`src/rtl/instr_encoder_loader.sv`:
```
// Encodes instruction field tuples into 32-bit words and streams them through a
// small FIFO into instruction memory, one load session per start pulse.
module instr_encoder_loader #(
  parameter int unsigned DEPTH     = 4,
  parameter int unsigned ADDR_W    = 32,
  parameter int unsigned MAX_WORDS = 64
) (
  input  logic              clk,
  input  logic              rst_n,
  input  logic              start,
  input  logic [ADDR_W-1:0] base_addr,
  input  logic              in_valid,
  output logic              in_ready,
  input  logic              in_last,
  input  logic [3:0]        in_cond,
  input  logic [1:0]        in_op,
  input  logic [5:0]        in_funct,
  input  logic [3:0]        in_rn,
  input  logic [3:0]        in_rd,
  input  logic [11:0]       in_src2,
  input  logic [23:0]       in_imm24,
  output logic              mem_we,
  input  logic              mem_ready,
  output logic [ADDR_W-1:0] mem_addr,
  output logic [31:0]       mem_wdata,
  output logic              busy,
  output logic              done,
  output logic              err_illegal,
  output logic              err_overflow
);

  localparam int unsigned PTR_W = $clog2(DEPTH);
  localparam int unsigned CNT_W = $clog2(MAX_WORDS + 1);

  typedef enum logic [1:0] {
    ST_IDLE  = 2'd0,
    ST_LOAD  = 2'd1,
    ST_FLUSH = 2'd2,
    ST_DONE  = 2'd3
  } state_e;

  state_e              state_q, state_d;
  logic [31:0]         fifo_q [DEPTH];
  logic [PTR_W:0]      wr_ptr_q, wr_ptr_d;
  logic [PTR_W:0]      rd_ptr_q, rd_ptr_d;
  logic [CNT_W-1:0]    cnt_q, cnt_d;
  logic [ADDR_W-1:0]   addr_q, addr_d;
  logic                err_ill_q, err_ill_d;
  logic                err_ovf_q, err_ovf_d;

  logic        fifo_empty;
  logic        fifo_full;
  logic        cnt_below;
  logic        accept;
  logic        legal;
  logic        push;
  logic        pop;
  logic [31:0] enc_word;

  // Pointers carry one wrap bit so full and empty are distinguishable.
  assign fifo_empty = (wr_ptr_q == rd_ptr_q);
  assign fifo_full  = (wr_ptr_q[PTR_W] != rd_ptr_q[PTR_W]) &&
                      (wr_ptr_q[PTR_W-1:0] == rd_ptr_q[PTR_W-1:0]);
  assign cnt_below  = (cnt_q < CNT_W'(MAX_WORDS));

  assign in_ready  = (state_q == ST_LOAD) && !fifo_full && cnt_below;
  assign accept    = in_valid && in_ready;
  assign legal     = (in_op != 2'b11);
  assign push      = accept && legal;
  assign pop       = mem_we && mem_ready;

  assign mem_we       = !fifo_empty;
  assign mem_wdata    = fifo_q[rd_ptr_q[PTR_W-1:0]];
  assign mem_addr     = addr_q;
  assign busy         = (state_q != ST_IDLE);
  assign done         = (state_q == ST_DONE);
  assign err_illegal  = err_ill_q;
  assign err_overflow = err_ovf_q;

  // Branches replace the register/operand fields with the 24-bit offset.
  always_comb begin
    enc_word = {in_cond, in_op, in_funct, in_rn, in_rd, in_src2};
    if (in_op == 2'b10) begin
      enc_word = {in_cond, 2'b10, in_funct[5:4], in_imm24};
    end
  end

  always_comb begin
    state_d   = state_q;
    cnt_d     = cnt_q;
    addr_d    = addr_q;
    err_ill_d = err_ill_q;
    err_ovf_d = err_ovf_q;
    wr_ptr_d  = wr_ptr_q + (PTR_W + 1)'(push);
    rd_ptr_d  = rd_ptr_q + (PTR_W + 1)'(pop);
    if (pop) begin
      addr_d = addr_q + ADDR_W'(4);
    end
    unique case (state_q)
      ST_IDLE: begin
        if (start) begin
          state_d   = ST_LOAD;
          cnt_d     = '0;
          err_ill_d = 1'b0;
          err_ovf_d = 1'b0;
          addr_d    = base_addr & ~ADDR_W'(3);
        end
      end
      ST_LOAD: begin
        if (push) begin
          cnt_d = cnt_q + CNT_W'(1);
        end
        if (accept && !legal) begin
          err_ill_d = 1'b1;
        end
        if (accept && in_last) begin
          state_d = ST_FLUSH;
        end
        if (in_valid && !cnt_below) begin
          err_ovf_d = 1'b1;
        end
      end
      ST_FLUSH: begin
        if (fifo_empty) begin
          state_d = ST_DONE;
        end
      end
      ST_DONE: begin
        state_d = ST_IDLE;
      end
      default: begin
        state_d = ST_IDLE;
      end
    endcase
  end

  always_ff @(posedge clk or negedge rst_n) begin
    if (!rst_n) begin
      state_q   <= ST_IDLE;
      wr_ptr_q  <= '0;
      rd_ptr_q  <= '0;
      cnt_q     <= '0;
      addr_q    <= '0;
      err_ill_q <= 1'b0;
      err_ovf_q <= 1'b0;
    end else begin
      state_q   <= state_d;
      wr_ptr_q  <= wr_ptr_d;
      rd_ptr_q  <= rd_ptr_d;
      cnt_q     <= cnt_d;
      addr_q    <= addr_d;
      err_ill_q <= err_ill_d;
      err_ovf_q <= err_ovf_d;
    end
  end

  // Storage is cleared on reset so mem_wdata reads back as zero.
  always_ff @(posedge clk or negedge rst_n) begin
    if (!rst_n) begin
      for (int unsigned i = 0; i < DEPTH; i++) begin
        fifo_q[i] <= '0;
      end
    end else if (push) begin
      fifo_q[wr_ptr_q[PTR_W-1:0]] <= enc_word;
    end
  end

endmodule

```
`config.mk`:
```
export PLATFORM = sky130hd
export DESIGN_NAME = instr_encoder_loader
export DESIGN_NICKNAME = d
export VERILOG_FILES = /design/src/rtl/instr_encoder_loader.sv
export SDC_FILE = /design/constraint.sdc
export NUM_CORES = 1
export LEC_CHECK = 0
export CAP_MARGIN = 10
export CORE_ASPECT_RATIO = 1.2
export CORE_MARGIN = 10
export CORE_UTILIZATION = 30
export CTS_BUF_LIST = sky130_fd_sc_hd__clkbuf_4 sky130_fd_sc_hd__clkbuf_8
export DETAILED_ROUTE_END_ITERATION = 6
export HOLD_SLACK_MARGIN = 0.08
export RECOVER_POWER = 100
export SYNTH_ARGS = -nofsm -noshare
export SYNTH_HDL_FRONTEND = slang
export SYNTH_SLANG_ARGS = --single-unit
```
`constraint.sdc`:
```
create_clock -name clk -period 4.2 [get_ports clk]
set_input_delay 1.05 -clock clk [delete_from_list [all_inputs] [get_ports clk]]
set_output_delay 1.05 -clock clk [all_outputs]
set_load 0.005 [all_outputs]
```
=== Yosys cells after proc, flatten, opt, wreduce, memory -nomap -nowiden ===
Index checks and enable logic that the tools add are counted.

* Add/sub/neg operators: 4
* Order comparisons: 4
* Eq/ne operators: 14
* Mux-type cells: 22
* Bitwise gates (word level): 2
* Reduce and logical (&&, ||, !) cells: 21

{| class="wikitable"
|+ Operators by type and width
! operator !! count
|-
| 32-bit two-way mux || 6
|-
| 128-bit bitwise mux || 1
|-
| 32-bit binary-select mux with 2-bit select || 1
|-
| 32-bit demux with 2-bit select || 1
|-
| 32-bit by 3-bit adder with 32-bit output (second input constant) || 1
|-
| 28-bit two-way mux || 1
|-
| 7-bit two-way mux || 2
|-
| 7-bit one-hot mux with 2 select lines || 1
|-
| 3-bit AND reduction || 4
|-
| 1-bit logical AND || 10
|-
| 2-bit != test (second input constant) || 4
|-
| 2-bit one-hot mux with 4 select lines || 1
|-
| 7-bit by 1-bit adder with 7-bit output (second input constant) || 1
|-
| 7-bit less-than comparator (second input constant) || 1
|-
| 3-bit by 1-bit adder with 3-bit output || 2
|-
| 2-bit equality test (second input constant) || 3
|-
| 3-bit >= comparator (second input constant) || 2
|-
| 2-bit two-way mux || 3
|-
| 2-bit by 1-bit != test with 1-bit output (second input constant) || 3
|-
| 2-bit inverter with 3-bit output || 2
|-
| 1-bit zero test || 4
|-
| 1-bit one-hot mux with 2 select lines || 2
|-
| 2-bit nonzero test || 2
|-
| 3-bit equality test || 1
|-
| other kinds (6) || 8
|}

* Bits in registers: 177
* Input port bits: 94
* Word-level logic and storage cells: 78

=== Depth between registers and ports, before layout ===
Gate-level depths: netlist (run 1).

* Depth after elaboration: 9
* Depth in mapped cells: 8
* Mapped depth without buffers: 7

=== Worst setup path after synthesis (run 1) ===
OpenSTA, ideal clock, no wires.

* Kind: register to output
* From: reg rd_ptr_q[0]
* To: out mem_wdata[11]
* Data arrival time: 1.628 ns
* Required time: 3.150 ns
* Slack: 1.522 ns
* Cell stages (with the launch flop): 4
* Buffers on the path: 2
* Cell sequence: dfrtp_1 -> buf_2 -> buf_1 -> mux4_2

* Word-level cells in the longest chain between the ends: 4

{| class="wikitable"
|+ RTL lines
! item !! line !! text
|-
| start, declared || 45 || <nowiki>logic [PTR_W:0] rd_ptr_q, rd_ptr_d;</nowiki>
|-
| start signal, assigned || 149 || <nowiki>rd_ptr_q <= rd_ptr_d;</nowiki>
|-
| 2-bit inverter with 3-bit output (implied by the code) || 73 || <nowiki>assign mem_wdata = fifo_q[rd_ptr_q[PTR_W-1:0]];</nowiki>
|-
| 32-bit binary-select mux with 2-bit select || 73 ||
|-
| 32-bit two-way mux (implied by the code) (2 in series) || 73 ||
|-
| end, declared || 25 || <nowiki>output logic [31:0] mem_wdata,</nowiki>
|}

No other way between the ends. The select of a mux whose other input is x is not followed.

=== Worst setup path in the final report (run 1) ===
* From: reg rd_ptr_q[1]
* To: out mem_wdata[31]

Same word-level chain as after synthesis.

==> results of run 1 <==
layout make-up:
type | instances | area, um^2 | share of cell area, %
clock inverter | 15 | 161.4 | 1.477
timing repair buffer | 171 | 1674 | 15.32
tap | 379 | 474.2 | 4.339
multi-input combinational | 426 | 3963 | 36.26
inverter | 11 | 41.29 | 0.3778
clock buffer | 17 | 234.0 | 2.141
sequential | 175 | 4382 | 40.09
metal layers:
metal / GRT usage (%) / routed length, um / share of wire [%]
met3: 3.209 / 1086 / 5.1
met4: 2.789 / 156 / 0.73
met2: 20.17 / 10620 / 50
met1: 15.40 / 9506 / 44
met5: 0 / 0 / 0
metrics by stage:
stage / cells / utilization [%] / setup WS, ns / hold WS, ns / power (uW)
final: 1194 / 38.92 / 0.3558 / 0.4876 / 7241
after global routing: 1194 / 38.92 / 0.1870 / 0.5001 / 7818
after global placement: 1162 / 37.76 / 0.7938 / 0.4623 / 6287
after CTS: 1194 / 39.17 / 0.4377 / 0.4907 / 7585
after floorplan: 649 / - / 1.522 / 0.4524 / 4730
after detailed placement: 1162 / 37.76 / 0.7942 / 0.4687 / 6343
power breakdown:
part           internal (uW)  total, uW  switching [uW]
registers               2440       3020             584
logic                   1840       3020            1180
clock network            500       1200             704
total                   4770       7240            2470
state kept, by name, indices dropped and copies added, names as in the netlist:
| signal | count |
|---|---|
| rd_ptr_q | 3 |
| fifo_q | 128 |
| err_illegal | 1 |
| err_overflow | 1 |
| cnt_q | 7 |
| state_q | 2 |
| mem_addr | 30 |
| wr_ptr_q | 3 |
path summary, 6_finish.rpt:
path	start	cells past startpoint	slack [ns]	endpoint
setup / recovery	rd_ptr_q[1]	3	0.36	mem_wdata[31]
hold / removal	fifo_q[48]	1	0.49	fifo_q[48]
setup reg to reg	rd_ptr_q[0]	6	0.64	fifo_q[125]
hold reg to reg	fifo_q[48]	1	0.49	fifo_q[48]
max in group asynchronous	rst_n	1	0.85	rd_ptr_q[1]
min in group asynchronous	rst_n	1	1.47	fifo_q[81]
cell families after synthesis:
family	count (synthesis)	synth area share [%]
and+or+nand+nor	134	8.372
xor gates and xnor gates	38	3.873
buffers and inverters	48	2.796
DFF	175	50.96
AOI/OAI and AO/OA	52	3.436
adders and majority gates	11	1.602
other	1	0.04364
muxes	189	28.92
placed cells by master (no fill, tap or decap), types with 21 or more instances in the layout:
master                            instances
sky130_fd_sc_hd__mux2_1                  48
sky130_fd_sc_hd__o21ai_0                 36
sky130_fd_sc_hd__dfrtp_1                173
sky130_fd_sc_hd__clkdlybuf4s50_1         99
sky130_fd_sc_hd__nand2_1                 47
sky130_fd_sc_hd__mux2_2                 106
sky130_fd_sc_hd__dlygate4sd3_1           59
sky130_fd_sc_hd__mux4_2                  32
sky130_fd_sc_hd__xor2_1                  21
==> results, run 1 <==
- The flow ran to the end, but the final reports show violations.
- The checks that failed: capacitance limit, slew limit.
- The buffering stage count on the worst path with inverters included is 2.
- CTS saw 175 sinks.
- The share of layout cells above drive strength 1 is 22.82%.
- The time the worst path needs with I/O delays and setup is 3.844 ns.
- The peak clock frequency supported by timing is 260.1 MHz.
- The number of pins with negative max-slew slack in the final report was 154.
- Yosys mapped a number of flops with a built-in enable equal to 0.
- The hold violation total from the final report is 0.
- The fraction of registers with async set or reset after synthesis is 100.0%.
- The top cell type by area accounts for 50.96% of the synthesized area.
- The final weighted congestion of routability-driven global placement is 0.7491.
- After detailed routing, the number of remaining DRC violations is 0.
- The number of nets still failing antenna checks after routing is 0.
- Entering global routing, the biggest net connects 109 pins.
- The post-synthesis to final-layout area growth is 27.18%.
- Of all nets on the critical path, the largest fanout is 21.
- The first-pass GRT wire length is 34270 um.
- 0 antenna diodes ended up in the layout.
- The number of ports placed on the die boundary is 164.
- The post-synthesis instance total is 648.
- The mean routed wirelength per cell is 17.90 um.
- The worst setup path is launched from a flop.
- The count of nets after finishing is 907.
- The instance area at placement is 10610 um^2.
- By count the netlist is led by sky130_fd_sc_hd__dfrtp_1 (175), sky130_fd_sc_hd__mux2_2 (106), sky130_fd_sc_hd__mux2_1 (48).
- Across the routed clock network, the largest skew measured is 0.01761 ns.
- The total of flip-flops plus latches after synthesis is 175.
- In this run the post-CTS setup repair buffer count came out at 0.
- In the global route stage, overall resource usage came out at 12.09%.
- The initial antenna violation count is 0.
- In this run the worst hold path is classified as flop to flop.
- Yosys instantiated no cell more often than sky130_fd_sc_hd__dfrtp_1.
- The endpoint required time on the critical path is 3.15 ns.
- The worst setup path is captured at an output port.
- The die covers 35840 um^2.
- For the worst setup path, the data arrival time is 2.79 ns.
- After synthesis, the netlist uses 44 different library cells.
- The region available for standard cell placement spans 28080 um^2.
- The total congestion overflow after global routing is 0.
- For the pin with the worst max-slew slack, the measured transition is 2.846 ns.
- Summed over all layers, the routed wires come to 21370 um.
- Of the available clock period, the critical path in the final layout requires 91.53%.
- The average footprint of a synthesized cell is 13.26 um^2.
- Walking the worst path, the cells encountered are clkbuf_2 -> mux4_2 -> dlygate4sd3_1.
- Measured along the y axis, the die boundary spans 205.4 um.
- The clock tree synthesis step divided the H-tree into 4 levels.
- The clock reaches the later pin of the worst-skew pair after 0.47 ns.
- By area the synthesized netlist is led by sky130_fd_sc_hd__dfrtp_1 (51%), sky130_fd_sc_hd__mux2_2 (14%), sky130_fd_sc_hd__mux4_2 (8.4%).
- Summing the sequential cell areas from Yosys gives 50.96% of the chip area.
- During synthesis, Yosys emitted a total of 0 warnings.
- In the synthesized netlist the dominant register cell turns out to be sky130_fd_sc_hd__dfrtp_1.
- Summed over all nets, the half-perimeter wirelength after detailed placement is 14570 um.
- TritonCTS built the clock tree.
- The cell taking the most area after synthesis is sky130_fd_sc_hd__dfrtp_1.
- Counting the fill cells in the layout gives 2728.
- The peak supply drop is 244.1 uV.
- After the first detailed-routing iteration, the DRC count stood at 368.
- The number of buffers inserted by port buffering is 159.
- Setup repair after global routing left no endpoint under its margin.
- The post-synth design cell area is 8593 um^2.
- The initial standard-cell utilization of the core is 30.60%.
- Hold repair after CTS inserted 0 buffers.
- The worst slew margin relative to its limit is -89.71%.
- The total of max-cap violations is 2.
- The largest incremental delay on the critical path is 0.67 ns.
- After clock tree synthesis, the clock-pin slew on the worst setup and hold paths is 0.09 ns.
- Setup violations remaining at the end of the flow were counted as 0.
- Clock tree synthesis inserted a total of 17 buffers.
- After clock tree synthesis, the repair step resized 0 gates.
- The clock tree root driver cell is sky130_fd_sc_hd__clkbuf_8.
- The cell row count is 67.
- The width of the die is 174.5 um.
- The first-pass detailed-route iteration total is 4.
- The cell at the slowest stage of the critical path is sky130_fd_sc_hd__dfrtp_2.
- The setup TNS is 0 ns.
- The post-route cell area is 10930 um^2.
- The average via count per standard cell is 4.758.
- The classification of the worst setup path is flop to output port.
- The final route contains 5681 vias.
- The cell family contributing the most delay on the critical path is buffers and inverters.
- The clock passes through at most 2 buffers.
- The via count of the first global-routing pass was 6032.
- The total power per unit cell area is 662.5 nW/um^2.
- For this design the static power due to leakage is 0.004563 uW.
Note: power is estimated with default switching activity, not from simulation.
==> inputs of run 2 (changes only) <==
--- a/config.mk
+++ b/config.mk
@@ -11,7 +11,6 @@
 export CORE_UTILIZATION = 30
 export CTS_BUF_LIST = sky130_fd_sc_hd__clkbuf_4 sky130_fd_sc_hd__clkbuf_8
 export DETAILED_ROUTE_END_ITERATION = 6
-export HOLD_SLACK_MARGIN = 0.08
 export RECOVER_POWER = 100
 export SYNTH_ARGS = -nofsm -noshare
 export SYNTH_HDL_FRONTEND = slang
==> results of run 2 <==
Final layout, timing and power as in run 1 (identical DEF).
